<file path="src/rtl/adc_trigger.sv">
// adc_trigger: paces SAR ADC conversions and issues a one-cycle readout trigger.
// A conversion starts after `divider` ready WAIT cycles. It ends on a busy falling
// edge, or it is abandoned after BUSY_TIMEOUT cycles. A trigger is raised once
// every max(averages,1) completed conversions. `last` parks the sequencer in HALT
// and cfg[1] re-arms it. cfg[0] is a level-sensitive soft reset.
module adc_trigger #(
    parameter int unsigned BUSY_TIMEOUT = 32'd1024
) (
    input  logic        clk,
    input  logic        resetn,
    input  logic [31:0] divider,
    input  logic [31:0] averages,
    input  logic [31:0] cfg,
    input  logic        ready,
    input  logic        last,
    input  logic        busy,
    output logic        cnv,
    output logic        trigger
);

    typedef enum logic [1:0] {
        ST_IDLE    = 2'd0,
        ST_WAIT    = 2'd1,
        ST_CONVERT = 2'd2,
        ST_HALT    = 2'd3
    } state_t;

    localparam logic [15:0] TMO_LAST = 16'(BUSY_TIMEOUT - 32'd1);

    state_t      state_r, state_s;
    logic [31:0] count_r, count_s;
    logic [31:0] avg_cnt_r, avg_cnt_s;
    logic [15:0] tmo_r, tmo_s;
    logic        busy_q_r;
    logic        seen_busy_r, seen_busy_s;
    logic        last_pend_r, last_pend_s;
    logic        cnv_r, cnv_s;
    logic        trigger_r, trigger_s;

    logic        srst_s;
    logic        rearm_s;
    logic [31:0] div_last_s;
    logic [31:0] avg_target_s;
    logic [31:0] avg_next_s;
    logic        eoc_s;
    logic        unused_cfg_s;

    assign srst_s       = cfg[0];
    assign rearm_s      = cfg[1];
    assign unused_cfg_s = ^cfg[31:2];
    assign div_last_s   = divider - 32'd1;
    assign avg_target_s = (averages == 32'd0) ? 32'd1 : averages;
    assign avg_next_s   = avg_cnt_r + 32'd1;
    // End of conversion: busy seen high during this conversion and now falling.
    assign eoc_s        = busy_q_r & ~busy & seen_busy_r;

    // Next-state and next-output logic for the conversion sequencer.
    always_comb begin
        state_s     = state_r;
        count_s     = count_r;
        avg_cnt_s   = avg_cnt_r;
        tmo_s       = tmo_r;
        seen_busy_s = seen_busy_r;
        last_pend_s = last_pend_r;
        cnv_s       = 1'b0;
        trigger_s   = 1'b0;
        case (state_r)
            ST_IDLE: begin
                state_s   = ST_WAIT;
                count_s   = 32'd0;
                avg_cnt_s = 32'd0;
            end
            ST_WAIT: begin
                if (last) begin
                    state_s = ST_HALT;
                    count_s = 32'd0;
                end else if (ready && (divider != 32'd0)) begin
                    // >= so that shrinking divider below count starts at once
                    if (count_r >= div_last_s) begin
                        cnv_s       = 1'b1;
                        count_s     = 32'd0;
                        tmo_s       = 16'd0;
                        seen_busy_s = 1'b0;
                        last_pend_s = 1'b0;
                        state_s     = ST_CONVERT;
                    end else begin
                        count_s = count_r + 32'd1;
                    end
                end else begin
                    // not ready: pacing freezes; disabled: pacing restarts
                    count_s = (divider == 32'd0) ? 32'd0 : count_r;
                end
            end
            ST_CONVERT: begin
                cnv_s = 1'b1;
                if (busy) begin
                    seen_busy_s = 1'b1;
                end else begin
                    seen_busy_s = seen_busy_r;
                end
                if (last) begin
                    last_pend_s = 1'b1;
                end else begin
                    last_pend_s = last_pend_r;
                end
                if (eoc_s) begin
                    cnv_s   = 1'b0;
                    state_s = (last_pend_r || last) ? ST_HALT : ST_WAIT;
                    if (avg_next_s >= avg_target_s) begin
                        trigger_s = 1'b1;
                        avg_cnt_s = 32'd0;
                    end else begin
                        avg_cnt_s = avg_next_s;
                    end
                end else if (tmo_r >= TMO_LAST) begin
                    cnv_s   = 1'b0;
                    state_s = (last_pend_r || last) ? ST_HALT : ST_WAIT;
                end else begin
                    tmo_s = tmo_r + 16'd1;
                end
            end
            ST_HALT: begin
                count_s   = 32'd0;
                avg_cnt_s = 32'd0;
                if (rearm_s) begin
                    state_s = ST_WAIT;
                end else begin
                    state_s = ST_HALT;
                end
            end
            default: begin
                state_s = ST_IDLE;
            end
        endcase
    end

    // State and output registers with async reset and cfg[0] soft reset.
    always_ff @(posedge clk or negedge resetn) begin
        if (!resetn) begin
            state_r     <= ST_IDLE;
            count_r     <= 32'd0;
            avg_cnt_r   <= 32'd0;
            tmo_r       <= 16'd0;
            busy_q_r    <= 1'b0;
            seen_busy_r <= 1'b0;
            last_pend_r <= 1'b0;
            cnv_r       <= 1'b0;
            trigger_r   <= 1'b0;
        end else if (srst_s) begin
            state_r     <= ST_IDLE;
            count_r     <= 32'd0;
            avg_cnt_r   <= 32'd0;
            tmo_r       <= 16'd0;
            busy_q_r    <= 1'b0;
            seen_busy_r <= 1'b0;
            last_pend_r <= 1'b0;
            cnv_r       <= 1'b0;
            trigger_r   <= 1'b0;
        end else begin
            state_r     <= state_s;
            count_r     <= count_s;
            avg_cnt_r   <= avg_cnt_s;
            tmo_r       <= tmo_s;
            busy_q_r    <= busy;
            seen_busy_r <= seen_busy_s;
            last_pend_r <= last_pend_s;
            cnv_r       <= cnv_s;
            trigger_r   <= trigger_s;
        end
    end

    assign cnv     = cnv_r;
    assign trigger = trigger_r;

endmodule

</file>
<file path="config.mk">
export PLATFORM = sky130hd
export DESIGN_NAME = adc_trigger
export DESIGN_NICKNAME = d
export VERILOG_FILES = /design/src/rtl/adc_trigger.sv
export SDC_FILE = /design/constraint.sdc
export NUM_CORES = 1
export LEC_CHECK = 0
export CORE_MARGIN = 10
export CORE_UTILIZATION = 30
export DETAILED_ROUTE_END_ITERATION = 10
export PLACE_DENSITY = 0.59
export SLEW_MARGIN = 20
export SYNTH_ARGS = -nofsm -noshare
export SYNTH_HDL_FRONTEND = slang
export SYNTH_SLANG_ARGS = --single-unit
</file>
<file path="constraint.sdc">
create_clock -name clk -period 3.9 [get_ports clk]
set_input_delay 0.585 -clock clk [delete_from_list [all_inputs] [get_ports clk]]
set_output_delay 0.585 -clock clk [all_outputs]
set_load 0.02 [all_outputs]
</file>
Word level (Yosys, flattened, before mapping)
Cells that the tools add are included.
{"block": "word_totals", "register_bits": 87, "elab_cells": 98, "input_bits": 101}
{"block": "classes", "mux": 48, "n_reduce_logical": 16, "bitwise_logic": 3, "eq_ne": 15, "n_lt_le_gt_ge": 3, "addsub": 4}
{"operator": "2-to-1 mux 32 bit", "n": 9}
{"operator": "one-hot mux 32 bit (2 select lines)", "n": 2}
{"operator": "2-to-1 mux 16 bit", "n": 6}
{"operator": "adder 32 x 1 -> 32 bit (second input constant)", "n": 2}
{"operator": ">= comparator 32 bit", "n": 2}
{"operator": "logical NOT 32 bit", "n": 2}
{"operator": "one-hot mux 16 bit (2 select lines)", "n": 1}
{"operator": "nonzero test 32 bit", "n": 1}
{"operator": "subtractor 32 x 1 -> 32 bit (second input constant)", "n": 1}
{"operator": "inequality test 3 bit (second input constant)", "n": 8}
{"operator": "2-to-1 mux 1 bit", "n": 18}
{"operator": "adder 16 x 1 -> 16 bit (second input constant)", "n": 1}
{"operator": ">= comparator 16 x 10 -> 1 bit (second input constant)", "n": 1}
{"operator": "2-to-1 mux 2 bit", "n": 8}
{"operator": "inequality test 4 bit (second input constant)", "n": 3}
{"operator": "AND reduction 5 bit", "n": 2}
{"operator": "nonzero test 3 bit", "n": 3}
{"operator": "one-hot mux 2 bit (4 select lines)", "n": 1}
{"operator": "one-hot mux 1 bit (2 select lines)", "n": 3}
{"operator": "AND reduction 6 bit", "n": 1}
{"operator": "inequality test 5 bit (second input constant)", "n": 1}
{"operator": "equality test 2 bit (second input constant)", "n": 2}
{"operator": "AND reduction 2 bit", "n": 2}
{"operator": "AND reduction 3 bit", "n": 1}
{"operator": "7 further kinds", "n": 8}

Depth between registers and ports, before layout
Gate-level depths: netlist (run 1).
{"block": "depth", "ltp_word": 7, "depth_mapped": 19, "ltp_nobuf": 17}

Worst setup path after synthesis (run 1)
OpenSTA, ideal clock, no wires.
{"block": "synth_timing", "path_type": "in2reg", "startpoint": "in divider[13]", "endpoint": "reg tmo_r[7]", "stages": 16, "t_required_ns": 3.764, "slack_ns": -1.082, "t_arrival_ns": 4.846, "path_cell_list": "or4_4 or4_4 nor2_1 nand2_1 nor3_1 nand2b_1 nor4_1 xnor2_1 ha_1 nand4_1 or4_1 o21a_1 o32ai_2 buf_2 mux2i_1 a21oi_1"}
{"block": "synth_via", "elab_chain_cells": 4, "word_cells_on_any_way": 7}
{"element": "from (decl)", "line": "11", "rtl": "input logic [31:0] divider,"}
{"element": "subtractor 32 x 1 -> 32 bit / nonzero test 32 bit (equally long branches)", "line": "51, 77"}
{"element": ">= comparator 32 bit / logical AND 1 bit (equally long branches)", "line": "79, 77"}
{"element": "inequality test 3 bit (no line)"}
{"element": "AND reduction 6 bit (no line) (*)"}
{"element": "to (signal assigned)", "line": "163", "rtl": "tmo_r <= tmo_s;"}
{"element": "to (decl)", "line": "33", "rtl": "logic [15:0] tmo_r, tmo_s;"}
Mark *: on every way between the ends. The rest lies on a longest branch, timed or not.
A chain may end at the register's enable or synchronous reset.

Worst setup path after layout (run 1)
{"block": "layout_timing", "startpoint": "in divider[13]", "endpoint": "reg count_r[23]"}
{"block": "layout_via", "elab_chain_cells": 7, "word_cells_on_any_way": 12}
{"element": "subtractor 32 x 1 -> 32 bit", "line": "51", "rtl": "assign div_last_s = divider - 32'd1;"}
{"element": ">= comparator 32 bit", "line": "79", "rtl": "if (count_r >= div_last_s) begin"}
{"element": "2-to-1 mux 32 bit", "line": "79"}
{"element": "2-to-1 mux 32 bit", "line": "77", "rtl": "end else if (ready && (divider != 32'd0)) begin"}
{"element": "2-to-1 mux 32 bit", "line": "74", "rtl": "if (last) begin"}
{"element": "one-hot mux 32 bit (2 select lines)", "line": "67", "rtl": "case (state_r)"}
{"element": "2-to-1 mux 32 bit", "line": "149", "rtl": "end else if (srst_s) begin"}
{"element": "to (signal assigned)", "line": "161", "rtl": "count_r <= count_s;"}
{"element": "to (decl)", "line": "31", "rtl": "logic [31:0] count_r, count_s;"}
Several ways; a longest one is shown, not always the timed one.

==> impl_metrics.yaml, run 1 <==
clock_tree:
  clock_tree.buffer_depth: 2
  clkLatencyLatePin_ns: 0.35
  clkSlewWorstSetupHoldPaths_ns: 0.07
  cts_made_buffers: 9
  clockRootBuffer: "sky130_fd_sc_hd__clkbuf_16"
  cts_tree: "yes"
  ctsHtreeMaxLevel: 3
  cts.sinks: 87
  cts_hold_repair.buffers: 0
timing:
  rsz0062_at_grt: "true"
  max-slew-margin-rel_pct: 49.2
  timing.clock.skew_ns: 0.00886
  setup_viol: 52
  tightestPinTransition_ns: 0.757
  postLayoutSetupSlackWorst_ns: -0.520
  final-hold-violation-count: 0
  min_period_ns: 4.42
  min_period_over_period_pct: 113
  slew_viol_final: 0
  achievable-frequency_mhz: 226
floorplan:
  die_w_um: 173
  core.rowCount: 55
  die_area_um2: 29800
  core_area_um2: 22800
  initial_utilization_pct: 30.7
  floorplan.die.height_um: 173
  pin_count: 103
worst_setup_path:
  arrival_ns: 4.65
  rr_endpoint: "avg_cnt_r[31]"
  setup.worst_path.end_class: "register"
  critPathKind: "in2reg"
  start_kind: "primary input"
  critical_path_peak_fanout: 6
  critical_path_required_ns: 4.13
  worst-r2r-cell-count: 18
  ff2ff_setup_slack_ns: 0.22
  reg2reg_from: "avg_cnt_r[8]"
logic_synthesis:
  ys_warn_count: 0
  yosys.cell_types.count: 60
  yosys_register_bits: 87
  xor_and_xnor_fraction_of_the_mapped_netlist_area_pct: 9.77
  synthesis.area_per_instance_um2: 8.59
  postSynth.asyncResetShare_pct: 100
  netlist_instances: 814
  syn_area_um2: 6990
  synth.area.mux_share_pct: 1.57
  synth_fa_ha_area_share_pct: 13.1
  synth_top_family_by_area: "simple AND/OR/NAND/NOR gates"
  yosys_most_used_dff: "sky130_fd_sc_hd__dfrtp_1"
  synth-compound-area-share_pct: 14.1
  seq_area_frac_synth_pct: 31.1
  post_synth_simple_gate_area_pct: 26.1
  total_nets_after_synthesis: 988
  synth_enable_flop_cells: 0
drt:
  firstDrtPassIters: 5
  route.final.wire_length_mm: 19.2
  dr_total_vias: 6523
  initial_drc_count: 303
  route.antenna.remaining_nets: 0
  drcViolationCount: 0
  avgRoutedWirePerCell_um: 14.7
  detail_route.vias_per_cell: 4.99
global_route:
  grt_util_overall_pct: 12.2
  grt_pass1_vias: 6492
  wire_length_of_the_first_global_routing_pass_mm: 31.2
  grt_start_max_net_pins: 39
  grt_overflow: 0
  antenna_violations_before_repair: 0
worst_hold_path:
  hold_path.class: "in2async"
cells_and_area:
  layout.nets: 1164
  finish.cell_count_without_fillers: 1308
  final_layout_size_suffix_gt1_share_pct: 22.3
  n_antenna_cell: 0
  area_delta_synth_final_pct: 38.3
  final_std_cell_area_no_fill_um2: 9670
placed_design:
  place.port_buffers: 72
  dpl.hpwl_mm: 14.2
  placed_cell_area_um2: 8800
  post_place_cells: 1270
  gp_routability_congestion: 0.809
pwr:
  power_frac_seq_pct: 34.8
  p_sw_share_pct: 32.3
  power-per-cell-area_nw_per_um2: 279
  cellInternalPower_w: 0.00183
  part_of_the_power_in_combinational_logic_pct: 31.7
  ir_drop_uv: 230
  static-leakage-power_nw: 4.30
  p_switching_w: 0.000871
  p_clk_share_pct: 33.4
run_status:
  run_status: "finished, violations left"
  violations_in_the_final_reports: "negative setup slack"
job:
  maxCapViolCount: 0
## Yosys cell counts (5+ instances only)
master / instances / area share [%]
sky130_fd_sc_hd__nand3_1: 44 / 3.1
sky130_fd_sc_hd__nor3_1: 29 / 2.1
sky130_fd_sc_hd__a21oi_1: 42 / 3.0
sky130_fd_sc_hd__nor2b_1: 6 / 0.54
sky130_fd_sc_hd__and3_1: 21 / 1.9
sky130_fd_sc_hd__a211oi_1: 5 / 0.54
sky130_fd_sc_hd__a21o_1: 16 / 1.7
sky130_fd_sc_hd__or2_2: 7 / 0.63
sky130_fd_sc_hd__o21ai_0: 29 / 2.1
sky130_fd_sc_hd__xnor2_1: 58 / 7.3
sky130_fd_sc_hd__dfrtp_1: 87 / 31
sky130_fd_sc_hd__inv_1: 52 / 2.8
sky130_fd_sc_hd__mux2i_1: 11 / 1.6
sky130_fd_sc_hd__clkbuf_1: 17 / 0.91
sky130_fd_sc_hd__xor2_1: 20 / 2.5
sky130_fd_sc_hd__nand2b_1: 17 / 1.5
sky130_fd_sc_hd__ha_1: 73 / 13
sky130_fd_sc_hd__a22o_1: 19 / 2.4
sky130_fd_sc_hd__nor4_1: 19 / 1.7
sky130_fd_sc_hd__nand2_1: 69 / 3.7
sky130_fd_sc_hd__nor2_1: 66 / 3.5
sky130_fd_sc_hd__or3_1: 11 / 0.98
sky130_fd_sc_hd__nand4_1: 24 / 2.1
sky130_fd_sc_hd__and2_1: 5 / 0.45
## cells by family (layout without fill, tap and decap cells)
| family | Yosys count | count (layout) |
|---|---|---|
| muxes | 11 | 11 |
| DFF | 87 | 87 |
| adders and majority gates | 73 | 73 |
| and+or+nand+nor | 348 | 348 |
| xor gates and xnor gates | 78 | 78 |
| AOI/OAI and AO/OA | 143 | 143 |
| buffers and inverters | 74 | 255 |
## registers in the layout, indices dropped and copies added (netlist names)
name and flops:
avg_cnt_r 32, busy_q_r 1, tmo_r 16, seen_busy_r 1, last_pend_r 1, cnv 1
count_r 32, trigger 1, state_r 2
## stage by stage
step,setup slack [ns],total power (W),hold WS [ns],setup TNS [ns],utilization [%]
3_3_place_gp,-1.08,0.00165,0.485,-48.86,38.6
4_1_cts,-0.436,0.00268,0.226,-16.65,41.0
3_5_place_dp,-1.14,0.00166,0.495,-51.40,38.6
2_1_floorplan,-0.688,0.00136,0.289,-15.31,-
6_report,-0.520,0.00270,0.196,-21.45,42.5
5_1_grt,-0.675,0.00283,0.244,-29.94,42.5
## per-layer routing
| metal | track usage [%] | vias up | share of wire (%) |
|---|---|---|---|
| met2 | 20.3 | 111 | 48 |
| met4 | 2.37 | 0 | 0.90 |
| met3 | 2.35 | 15 | 3.2 |
| met1 | 16.1 | 3124 | 48 |
| li1 | - | 3273 | - |
| met5 | 0 | - | 0 |
## worst max-delay path by stage
stage	startpoint	end	slack, ns
2_1_floorplan	divider[13]	tmo_r[7]	-0.69
3_3_place_gp	divider[13]	tmo_r[1]	-1.08
3_5_place_dp	divider[13]	tmo_r[1]	-1.14
4_1_cts	divider[13]	tmo_r[9]	-0.44
5_1_grt	divider[13]	count_r[23]	-0.67
6_report	divider[13]	count_r[23]	-0.52
## power by group through the flow
stage	clock network, W	registers [W]	logic [W]
2_1_floorplan	0	0.000951	0.000413
3_3_place_gp	0	0.000955	0.000693
3_5_place_dp	0	0.000955	0.000701
4_1_cts	0.000922	0.000939	0.000817
5_1_grt	0.000953	0.000941	0.000935
6_report	0.000901	0.000940	0.000856
## layout by cell type, fill, tap and decap left out, types with 4 or more instances in the layout
| cell type | netlist | routed |
|---|---|---|
| sky130_fd_sc_hd__a211oi_1 | 5 | 4 |
| sky130_fd_sc_hd__or3_1 | 11 | 10 |
| sky130_fd_sc_hd__inv_1 | 52 | 52 |
| sky130_fd_sc_hd__o21ai_1 | 0 | 9 |
| sky130_fd_sc_hd__dfrtp_1 | 87 | 87 |
| sky130_fd_sc_hd__o21ai_2 | 0 | 6 |
| sky130_fd_sc_hd__nand4_1 | 24 | 24 |
| sky130_fd_sc_hd__nor2_2 | 4 | 13 |
| sky130_fd_sc_hd__mux2i_1 | 11 | 11 |
| sky130_fd_sc_hd__xor2_1 | 20 | 20 |
| sky130_fd_sc_hd__and2_1 | 5 | 4 |
| sky130_fd_sc_hd__xnor2_1 | 58 | 53 |
| sky130_fd_sc_hd__nor3_1 | 29 | 25 |
| sky130_fd_sc_hd__a21oi_1 | 42 | 38 |
| sky130_fd_sc_hd__xnor2_2 | 0 | 5 |
| sky130_fd_sc_hd__nand2b_1 | 17 | 16 |
| sky130_fd_sc_hd__a22o_1 | 19 | 19 |
| sky130_fd_sc_hd__buf_4 | 2 | 98 |
| sky130_fd_sc_hd__or2_2 | 7 | 5 |
| sky130_fd_sc_hd__nor2b_1 | 6 | 6 |
| sky130_fd_sc_hd__a21o_1 | 16 | 16 |
| sky130_fd_sc_hd__nor2_1 | 66 | 53 |
| sky130_fd_sc_hd__ha_1 | 73 | 73 |
| sky130_fd_sc_hd__nor4_1 | 19 | 15 |
| sky130_fd_sc_hd__clkbuf_16 | 0 | 11 |
| sky130_fd_sc_hd__nand2_1 | 69 | 67 |
| sky130_fd_sc_hd__dlygate4sd2_1 | 0 | 5 |
| sky130_fd_sc_hd__and3_1 | 21 | 19 |
| sky130_fd_sc_hd__nor3_2 | 4 | 6 |
| sky130_fd_sc_hd__nor2_4 | 0 | 4 |
| sky130_fd_sc_hd__clkdlybuf4s50_1 | 0 | 57 |
| sky130_fd_sc_hd__a31oi_1 | 4 | 4 |
| sky130_fd_sc_hd__o21ai_0 | 29 | 13 |
| sky130_fd_sc_hd__buf_6 | 1 | 12 |
| sky130_fd_sc_hd__nand3_1 | 44 | 40 |
## final cells by class
cell class / count / area [um2]
tap: 313 / 392
timing repair buffer: 187 / 1710
clock inverter: 6 / 70.1
clock buffer: 10 / 239
sequential: 87 / 2180
inverter: 52 / 195
fill: 2188 / 13100
multi-input combinational: 653 / 4890
## critical path, stage by stage
cell and delay, ns:
sky130_fd_sc_hd__buf_6 0.09, sky130_fd_sc_hd__or4_4 0.53, sky130_fd_sc_hd__or4_4 0.53, sky130_fd_sc_hd__nor2_4 0.11, sky130_fd_sc_hd__nand2_2 0.08, sky130_fd_sc_hd__nor3_4 0.13, sky130_fd_sc_hd__nand2b_1 0.13, sky130_fd_sc_hd__buf_6 0.16
sky130_fd_sc_hd__buf_6 0.11, sky130_fd_sc_hd__nor2_4 0.09, sky130_fd_sc_hd__xnor2_2 0.08, sky130_fd_sc_hd__ha_1 0.29, sky130_fd_sc_hd__nand4_1 0.13, sky130_fd_sc_hd__or4_4 0.57, sky130_fd_sc_hd__o21a_4 0.23, sky130_fd_sc_hd__buf_4 0.13
sky130_fd_sc_hd__buf_8 0.13, sky130_fd_sc_hd__a21oi_4 0.21, sky130_fd_sc_hd__buf_6 0.16, sky130_fd_sc_hd__buf_12 0.12, sky130_fd_sc_hd__nor2_1 0.04
## repair_timing
| item | CTS | global route |
|---|---|---|
| endpoints found under the hold margin | 0 | 0 |
| setup buffers | 10 | 8 |
| pin swaps | 27 | 30 |
| resized for setup | 52 | 61 |
| gates cloned | 3 | 2 |
| endpoints found under the setup margin | 80 | 84 |
Note: power is estimated with default switching activity, not from simulation.
==> inputs of run 2 (changes only) <==
--- a/config.mk
+++ b/config.mk
@@ -5,8 +5,10 @@
 export SDC_FILE = /design/constraint.sdc
 export NUM_CORES = 1
 export LEC_CHECK = 0
+export ABC_CLOCK_PERIOD_IN_PS = 3900
 export CORE_MARGIN = 10
 export CORE_UTILIZATION = 30
+export CTS_CLUSTER_DIAMETER = 200
 export DETAILED_ROUTE_END_ITERATION = 10
 export PLACE_DENSITY = 0.59
 export SLEW_MARGIN = 20
==> results of run 2 <==
Final layout, timing and power as in run 1 (identical DEF).
==> inputs of run 3 (changes only) <==
--- a/config.mk
+++ b/config.mk
@@ -5,13 +5,13 @@
 export SDC_FILE = /design/constraint.sdc
 export NUM_CORES = 1
 export LEC_CHECK = 0
+export ABC_AREA = 1
 export ABC_CLOCK_PERIOD_IN_PS = 3900
 export CORE_MARGIN = 10
 export CORE_UTILIZATION = 30
 export CTS_CLUSTER_DIAMETER = 200
 export DETAILED_ROUTE_END_ITERATION = 10
-export PLACE_DENSITY = 0.59
-export SLEW_MARGIN = 20
+export PLACE_DENSITY = 0.58
 export SYNTH_ARGS = -nofsm -noshare
 export SYNTH_HDL_FRONTEND = slang
 export SYNTH_SLANG_ARGS = --single-unit
==> run 3 against run 2 <==
Net effect:
- the run now ends clean
- maximum frequency up 25%
- clock skew up 0.0031 ns
- register-to-register slack better by 0.48 ns
- synthesized cell count up 51%
- combinational power up 10%
- first-iteration DRC count up 37%
- clock power up 3.3%
- largest power group unchanged
- non-clock buffer count down 78
- critical endpoint is now count_r[28]
- die area up 16%
==> impl_metrics.yaml, run 3 <==
clock_tree:
  cts_made_buffers: 9
  clkLatencyLatePin_ns: 0.36
  clkSlewWorstSetupHoldPaths_ns: 0.07
  cts.repair_timing.setup_buffer_count: 0
  cts.sinks: 87
  cts_hold_repair.buffers: 0
  cts_tree: "yes"
  ctsHtreeMaxLevel: 3
  clockRootBuffer: "sky130_fd_sc_hd__clkbuf_16"
  clock_tree.buffer_depth: 2
worst_setup_path:
  critical_path_peak_fanout: 5
  timing.critical_path.max_delay_family: "simple AND/OR/NAND/NOR gates"
  start_kind: "primary input"
  crit_buf_inv: 4
  path_cells: "clkdlybuf4s50_1 -> inv_2 -> nand2_2 -> nor2_2 -> nand3_2 -> nor2_4 -> nand2_2 -> nor2_4 -> nand3_2 -> nor3_1 -> xor2_1 -> ha_1 -> a21oi_1 -> o21ai_1 -> nand2_1 -> nand2_1 -> a21oi_1 -> buf_4 -> buf_4 -> nand3_1 -> nand2_4 -> nand2_1 -> a21oi_1"
  arrival_ns: 3.82
  critical_path_required_ns: 4.19
  critPathKind: "in2reg"
  crit_path_top_delay_cell: "sky130_fd_sc_hd__clkdlybuf4s50_1"
  critical_path.max_stage_delay_ns: 0.45
  setup.worst_path.end_class: "register"
global_route:
  grt_util_overall_pct: 12.2
  antenna_violations_before_repair: 0
  grt_start_max_net_pins: 55
  grt_pass1_vias: 7533
  grt_overflow: 0
  wire_length_of_the_first_global_routing_pass_mm: 36.4
cells_and_area:
  mostFrequentLayoutCell: "sky130_fd_sc_hd__nand2_1"
  area_delta_synth_final_pct: 19.9
  most-common-layout-cells: "sky130_fd_sc_hd__nand2_1, sky130_fd_sc_hd__inv_1, sky130_fd_sc_hd__nor2_1"
  layout.nets: 1500
  final_layout_size_suffix_gt1_share_pct: 12.0
  n_antenna_cell: 0
  num-fill-cells: 2911
  largest_registers: "avg_cnt_r x32, count_r x32, tmo_r x16"
pwr:
  power-per-cell-area_nw_per_um2: 283
  ir_drop_uv: 197
  static-leakage-power_nw: 4.89
  totalPowerFinal_w: 0.00282
floorplan:
  pin_count: 103
  core_area_um2: 27100
  floorplan.die.height_um: 186
  die_area_um2: 34700
  die_w_um: 186
  initial_utilization_pct: 30.6
  core.rowCount: 60
drt:
  firstDrtPassIters: 8
  route.final.wire_length_mm: 20.9
  avgRoutedWirePerCell_um: 12.3
  initial_drc_count: 415
  dr_total_vias: 7781
  route.antenna.remaining_nets: 0
  drcViolationCount: 0
  detail_route.vias_per_cell: 4.57
timing:
  achievable-frequency_mhz: 283
  max-slew-margin-rel_pct: 51.1
  final-hold-violation-count: 0
  setup_viol: 0
  tightestPinTransition_ns: 0.734
  min_period_over_period_pct: 90.5
  slew_viol_final: 0
  postLayoutSetupSlackWorst_ns: 0.369
  min_period_ns: 3.53
  timing.clock.skew_ns: 0.0120
  rsz0062_at_grt: "true"
logic_synthesis:
  seq_area_frac_synth_pct: 26.2
  yosys_most_used_dff: "sky130_fd_sc_hd__dfrtp_1"
  post-synth-top-count-cell: "sky130_fd_sc_hd__nand2_1"
  synth_enable_flop_cells: 0
  yosys.cell_types.count: 44
  ys_warn_count: 0
  postSynth.asyncResetShare_pct: 100
  total_nets_after_synthesis: 1403
  netlist_instances: 1229
  synth_top_area_share_pct: 26.2
  synthesis.area_per_instance_um2: 6.76
  synth_largest_area_cell: "sky130_fd_sc_hd__dfrtp_1"
  post_synth_main_area_contributors: "sky130_fd_sc_hd__dfrtp_1, sky130_fd_sc_hd__nand2_1, sky130_fd_sc_hd__ha_1, sky130_fd_sc_hd__inv_1, sky130_fd_sc_hd__nand3_1"
  synth.top_cells.by_count: "sky130_fd_sc_hd__nand2_1, sky130_fd_sc_hd__inv_1, sky130_fd_sc_hd__nor2_1"
  yosys_register_bits: 87
  syn_area_um2: 8300
placed_design:
  dpl.hpwl_mm: 16.5
  gp_routability_congestion: 0.892
  place.port_buffers: 72
  pre_cts_slack_ns: -0.115
job:
  maxCapViolCount: 0
run_status:
  run_status: "finished clean"
worst_hold_path:
  hold_path.class: "in2async"
==> run 3: metal layers <==
metal | wire [um] | GRT usage [%]
met2 | 9320 | 19.7
met4 | 234 | 2.91
met5 | 0 | 0
met1 | 10700 | 16.8
met3 | 572 | 1.34
==> run 3: repair_timing <==
item,in CTS,in global routing
gates resized for setup,0,3
hold endpoints to repair,0,0
setup endpoints to repair,0,20
==> run 3: where the power goes <==
part	total (W)	internal (W)	switching [W]
registers	0.000946	0.000925	0.0000208
logic	0.000944	0.000283	0.000661
clock network	0.000931	0.000513	0.000418
==> run 3: through the flow <==
| step | util, % | cells | TNS, ns | area (um2) | hold slack [ns] |
|---|---|---|---|---|---|
| CTS | 36.7 | 1703 | 0 | 9940 | 0.316 |
| global placement | 35.5 | 1687 | -1.64 | 9630 | 0.457 |
| finish | 36.7 | 1703 | 0 | 9960 | 0.286 |
| global route | 36.7 | 1703 | 0 | 9960 | 0.358 |
| floorplan | - | 1229 | 0 | 8300 | 0.289 |
| detailed placement | 35.5 | 1687 | -2.07 | 9630 | 0.459 |
==> run 3: cell type report <==
class,instances,area [um2],area share [%]
timing repair buffer,109,1010,10.1
inverter,218,826,8.29
clock inverter,7,86.3,0.867
tap,372,465,4.68
sequential,87,2180,21.9
clock buffer,9,225,2.26
multi-input combinational,901,5170,51.9
==> run 3: cells by family after synthesis <==
kind of cell / count (synthesis) / synth area share [%]
AOI/OAI and AO/OA: 113 / 7.76
DFF: 87 / 26.2
and+or+nand+nor: 658 / 37.3
adders and majority gates: 73 / 11.0
buffers and inverters: 241 / 11.7
xor gates and xnor gates: 57 / 6.01
==> run 3: worst paths after layout <==
path,start,endpoint,slack [ns],cells past startpoint
max,divider[2],count_r[28],0.37,23
min,resetn,avg_cnt_r[15],0.29,1
max reg2reg,avg_cnt_r[0],avg_cnt_r[23],0.70,17
min reg2reg,last_pend_r,last_pend_r,0.47,2
max in group asynchronous,resetn,tmo_r[6],2.81,2
min in group clk,last_pend_r,last_pend_r,0.47,2
==> variant 1, RTL diff (config.mk and constraints of run 2) <==
Encoding of `state_t`: now one-hot (4 bits for 4 states).
--- a/src/rtl/adc_trigger.sv
+++ b/src/rtl/adc_trigger.sv
@@ -18,11 +18,11 @@
     output logic        trigger
 );
 
-    typedef enum logic [1:0] {
-        ST_IDLE    = 2'd0,
-        ST_WAIT    = 2'd1,
-        ST_CONVERT = 2'd2,
-        ST_HALT    = 2'd3
+    typedef enum logic [3:0] {
+        ST_IDLE    = 4'b0001,
+        ST_WAIT    = 4'b0010,
+        ST_CONVERT = 4'b0100,
+        ST_HALT    = 4'b1000
     } state_t;
 
     localparam logic [15:0] TMO_LAST = 16'(BUSY_TIMEOUT - 32'd1);
Formal check against the unedited RTL: no difference found for any inputs over 10 cycles, from zero or initial values and one cycle with resetn low; not proved beyond that.
==> variant 1 against run 2 <==
  * Wire length decreased by 3.1%
  * First-iteration DRC count rose by 1.3%
  * Area after synthesis barely moved
  * Cell area fell by 2.2%
  * Global-route usage up 0.064 points
  * Sequential share of layout area rose by 1.0 points
  * The flow still finishes with violations (setup timing)
  * Register-to-register slack better by 0.09 ns
  * Maximum frequency up 7.3%
  * Critical path type unchanged
  * Power is 9.5% lower
  * Sequential cell count up 2
  * Worst setup slack gained 0.30 ns
  * Critical endpoint is now tmo_r[4]
==> variant 1: results (changes against run 2) <==
outcome: "finished with violations"
violations: "setup timing"
nFillCells: 2264  # +3.5%
sw_frac_of_total: 0.317  # -0.00610
num_antenna_cells: 0  # unchanged
cts_buffers: 9  # unchanged
ys_seq_area_frac: 0.319  # +0.00728
yosysTopAreaCellShare: 0.315  # +0.00352
cpPeakStageDelay_ns: 0.45  # -0.12 ns
vdd_drop_max_v: 0.000189  # -18%
synth_nets: 976  # -1.2%
grt_pass1_wl_mm: 31.5  # +0.90%
synthArstFlopShare: 1.00  # unchanged
antenna_found_initial: 0  # unchanged
place_ws_ns: -1.01  # +0.122 ns
cts_root_buf: "clkbuf_16"
drt_iter0_markers: 307  # +1.3%
track_usage: 0.123  # +0.000636
cp_max_fo: 5  # -1
worst_slack_ns: -0.221  # +0.299 ns
drive_gt1_frac: 0.195  # -0.0282
dp_hpwl_mm: 13.8  # -2.8%
ctsHtreeMaxLevel: 3  # unchanged
synth.distinct_cells: 59  # -1.7%
grt_pass1_vias: 6477  # -0.23%
top_regs: "avg_cnt_r (32), count_r (32), tmo_r (16)"
synthTopCellsByArea: "dfrtp_1 31%, ha_1 12%, xnor2_1 6.6%"
fin_skew_ns: 0.0135  # +0.00461 ns
clk_path_buf_depth: 2  # unchanged
vias_per_cell: 4.97  # -0.26%
clkSlewWorstSetupHoldPaths_ns: 0.08
holdCritPathClass: "primary input to asynchronous set/reset pin"
place_congestion: 0.801  # -0.98%
drt-total-wl_mm: 18.6  # -3.1%
portBuffers: 72  # unchanged
synth_common_cells: "88 x dfrtp_1, 81 x nor2_1, 69 x ha_1, 62 x nand2_1, 53 x xnor2_1"
crit_arrival_ns: 4.37  # -0.28 ns
tightest_slew_ns: 0.955  # +0.198 ns
critPathSlowestCell: "or4_4"
dr.pass1.iters: 4  # -1
crit_family: "simple AND/OR/NAND/NOR gates"
nets: 1150  # -1.2%
setup_viol: 52  # unchanged
p_leak_nw: 4.17  # -3.0%
grt_max_degree: 74  # +90%
yosys_warnings: 0  # unchanged
clk_latency_ns: 0.36
==> variant 1: cell count changes in the layout (fill, tap and decap cells not counted), moves of 10 or more <==
cell | run 2 | this run
a21oi_1 | 38 | 25
a22o_1 | 19 | 0
a32o_1 | 0 | 22
xor2_1 | 20 | 33
nor2_1 | 53 | 76
o21ai_0 | 13 | 26
a21o_1 | 16 | 6
and4_1 | 3 | 14
==> variant 1: worst paths after layout <==
| kind | from | endpoint | slack (ns) | depth (start not counted) |
|---|---|---|---|---|
| worst max-delay path | divider[9] | tmo_r[4] | -0.22 | 19 |
| worst min-delay path | resetn | avg_cnt_r[30] | 0.36 | 1 |
| worst max register to register | avg_cnt_r[3] | avg_cnt_r[11] | 0.31 | 16 |
| worst min register to register | tmo_r[15] | tmo_r[15] | 0.51 | 1 |
| max in group asynchronous | resetn | count_r[17] | 2.79 | 2 |
| min in group clk | tmo_r[15] | tmo_r[15] | 0.51 | 1 |
==> variant 1: repair_timing <==
action	CTS	global route
resized for setup	46	20
endpoints found under the setup margin	53	69
buffers inserted	24	5
gates cloned	2	0
pin swaps	23	17
==> variant 1: metal layers <==
layer  vias up  global-route usage  part of all wire
li1       3303                   -                 -
met3        18              0.0266             0.030
met1      3027               0.161              0.49
met4         0              0.0219             0.011
met5         -                   0                 0
met2       108               0.204              0.47
==> variant 1: kinds of logic after synthesis <==
| group | synth area share |
|---|---|
| xor+xnor | 0.108 |
| mux | 0.00716 |
| flops | 0.319 |
| fa+ha+maj | 0.123 |
| compound gates | 0.133 |
| buf+inv | 0.0397 |
| simple gates | 0.270 |
==> variant 1: stage by stage <==
step / util / setup TNS [ns] / area, um2 / instances / hold slack (ns)
final: 0.415 / -7.41 / 9460 / 1298 / 0.362
after global routing: 0.415 / -18.29 / 9460 / 1298 / 0.435
after CTS: 0.410 / -2.43 / 9350 / 1293 / 0.405
after detailed placement: 0.384 / -49.40 / 8750 / 1251 / 0.489
after global placement: 0.384 / -45.71 / 8750 / 1251 / 0.482
after floorplan: - / -4.73 / 7080 / 806 / 0.289
==> variant 1: layout make-up <==
cell class / count / area share
repair buffers: 187 / 0.175
well taps: 313 / 0.0414
clock inverters: 7 / 0.00833
flip-flops and latches: 89 / 0.236
clock buffers: 9 / 0.0238
inverters: 46 / 0.0182
multi-input cells: 647 / 0.498
==> variant 1: power by group through the flow <==
stage          combinational [mW]  sequential, mW  clock, mW
3_3_place_gp                0.478           0.984          0
3_5_place_dp                0.484           0.984          0
2_1_floorplan               0.278           0.963          0
6_report                    0.571           0.967      0.903
4_1_cts                     0.561           0.966      0.927
5_1_grt                     0.627           0.971      0.963
==> variant 2, RTL diff (config.mk and constraints of run 2) <==
Without the edit above. `BUSY_TIMEOUT`: 32'd1024 -> 32'd512.
--- a/src/rtl/adc_trigger.sv
+++ b/src/rtl/adc_trigger.sv
@@ -4,7 +4,7 @@
 // every max(averages,1) completed conversions. `last` parks the sequencer in HALT
 // and cfg[1] re-arms it. cfg[0] is a level-sensitive soft reset.
 module adc_trigger #(
-    parameter int unsigned BUSY_TIMEOUT = 32'd1024
+    parameter int unsigned BUSY_TIMEOUT = 32'd512
 ) (
     input  logic        clk,
     input  logic        resetn,
Function: same outputs for any inputs over 10 cycles, from zero or initial values and one cycle with resetn low; that may be too few to reach the edited logic, so the function may still have changed.
==> variant 2 against run 2 <==
  * The run still ends with setup timing left
  * Wire length is 0.92% higher
  * Power is 4.7% lower
  * Worst setup slack worse by 0.033 ns
  * Sequential cell count stayed put
  * Global-route usage is 0.37 points higher
  * Maximum frequency is 0.74% lower
  * Cell count is 0.15% lower
  * Cell area hardly changed
  * Area after synthesis is 0.18% lower
==> variant 2: results (changes against run 2) <==
outcome: "finished with violations"
violations: "setup timing"
drt-total-wl_mm: 19.4  # +0.92%
post_drt_wl_per_cell_um: 14.9  # +1.1%
worst_slack_ns: -0.553  # -0.0329 ns
cp_max_fo: 6  # unchanged
num_vias: 6535  # +0.18%
drive_gt1_frac: 0.230  # +0.00649
setup_viol: 53  # +1.9%
fin_tns_setup_ns: -24.31  # -2.86 ns
dp_hpwl_mm: 14.5  # +2.4%
track_usage: 0.126  # +0.00371
fin_skew_ns: 0.0135  # +0.00461 ns
synthTopCellsByArea: "dfrtp_1 31%, ha_1 13%, xnor2_1 6.5%"
synth_common_cells: "87 x dfrtp_1, 73 x ha_1, 70 x nor2_1, 64 x nand2_1, 52 x xnor2_1"
drt_iter0_markers: 383  # +26%
p_leak_nw: 4.30  # about the same
place_congestion: 0.813  # +0.47%
cpPeakStageDelay_ns: 0.57  # about the same
tightest_slew_ns: 0.876  # +0.119 ns
vdd_drop_max_v: 0.000158  # -31%
grt_max_degree: 69  # +77%
critPathSlowestCell: "or4_4"
dpl.cell_count: 1271  # +0.079%
p_sw_mw: 0.877  # +0.76%
ctsHtreeMaxLevel: 3  # unchanged
nets: 1162  # -0.17%
antenna_found_initial: 0  # unchanged
ys_seq_area_frac: 0.312  # +0.000558
grt_pass1_wl_mm: 32.1  # +2.9%
place_ws_ns: -1.66  # -0.528 ns
synthCells: 806  # -0.98%
synth_nets: 980  # -0.81%
crit_arrival_ns: 4.67  # +0.02 ns
[variant 2: cell count changes after synthesis, sizes merged, moves of 10 or more]
cell and change:
o21ai -15, and3 -13, xor2 +13, nand4 +19, nor3 -10
[variant 2: power groups by stage]
| stage | logic, mW | clock network, mW | registers [mW] |
|---|---|---|---|
| after floorplan | 0.371 | 0 | 0.958 |
| after global placement | 0.643 | 0 | 0.962 |
| after detailed placement | 0.647 | 0 | 0.962 |
| after CTS | 0.741 | 0.848 | 0.945 |
| after global routing | 0.872 | 0.887 | 0.950 |
| final | 0.804 | 0.821 | 0.946 |
[variant 2: timing repair]
| item | in CTS | in global routing |
|---|---|---|
| setup buffers | 17 | 2 |
| pin swaps | 18 | 34 |
| resized for setup | 78 | 54 |
| gates cloned | 2 | 1 |
| setup endpoints to repair | 53 | 86 |
[variant 2: cell type report]
type / count / area (um2)
Multi-Input combinational cell: 644 / 4920
Clock inverter: 7 / 57.6
Inverter: 47 / 176
Fill cell: 2219 / 13100
Timing Repair Buffer: 199 / 1730
Tap cell: 313 / 392
Clock buffer: 9 / 225
Sequential cell: 87 / 2180
[variant 2: through the flow]
| step | instance area, um2 | utilization |
|---|---|---|
| after global routing | 9680 | 0.425 |
| after CTS | 9470 | 0.416 |
| final | 9680 | 0.425 |
| after global placement | 8860 | 0.389 |
| after floorplan | 7050 | - |
| after detailed placement | 8860 | 0.389 |
[variant 2: final timing paths]
| check | startpoint | endpoint | slack, ns | depth (start not counted) |
|---|---|---|---|---|
| setup / recovery | divider[5] | tmo_r[0] | -0.55 | 17 |
| hold / removal | resetn | avg_cnt_r[4] | 0.36 | 1 |
| setup reg to reg | avg_cnt_r[3] | avg_cnt_r[9] | 0.21 | 15 |
| hold reg to reg | tmo_r[14] | tmo_r[14] | 0.50 | 1 |
| max in group asynchronous | resetn | last_pend_r | 2.71 | 2 |
| min in group clk | tmo_r[14] | tmo_r[14] | 0.50 | 1 |
[variant 2: cells by family after synthesis]
group / after synthesis / share of synthesized area
and+or+nand+nor: 339 / 0.258
AOI/OAI and AO/OA: 141 / 0.142
adders and majority gates: 73 / 0.131
muxes: 5 / 0.00753
xor gates and xnor gates: 85 / 0.107
buffers and inverters: 76 / 0.0428
DFF: 87 / 0.312
[variant 2: routing by layer]
layer	part of all wire	up-vias	track usage
li1	-	3298	-
met1	0.49	3122	0.171
met2	0.47	104	0.206
met3	0.035	11	0.0198
met4	0.0078	0	0.0246
met5	0	-	0
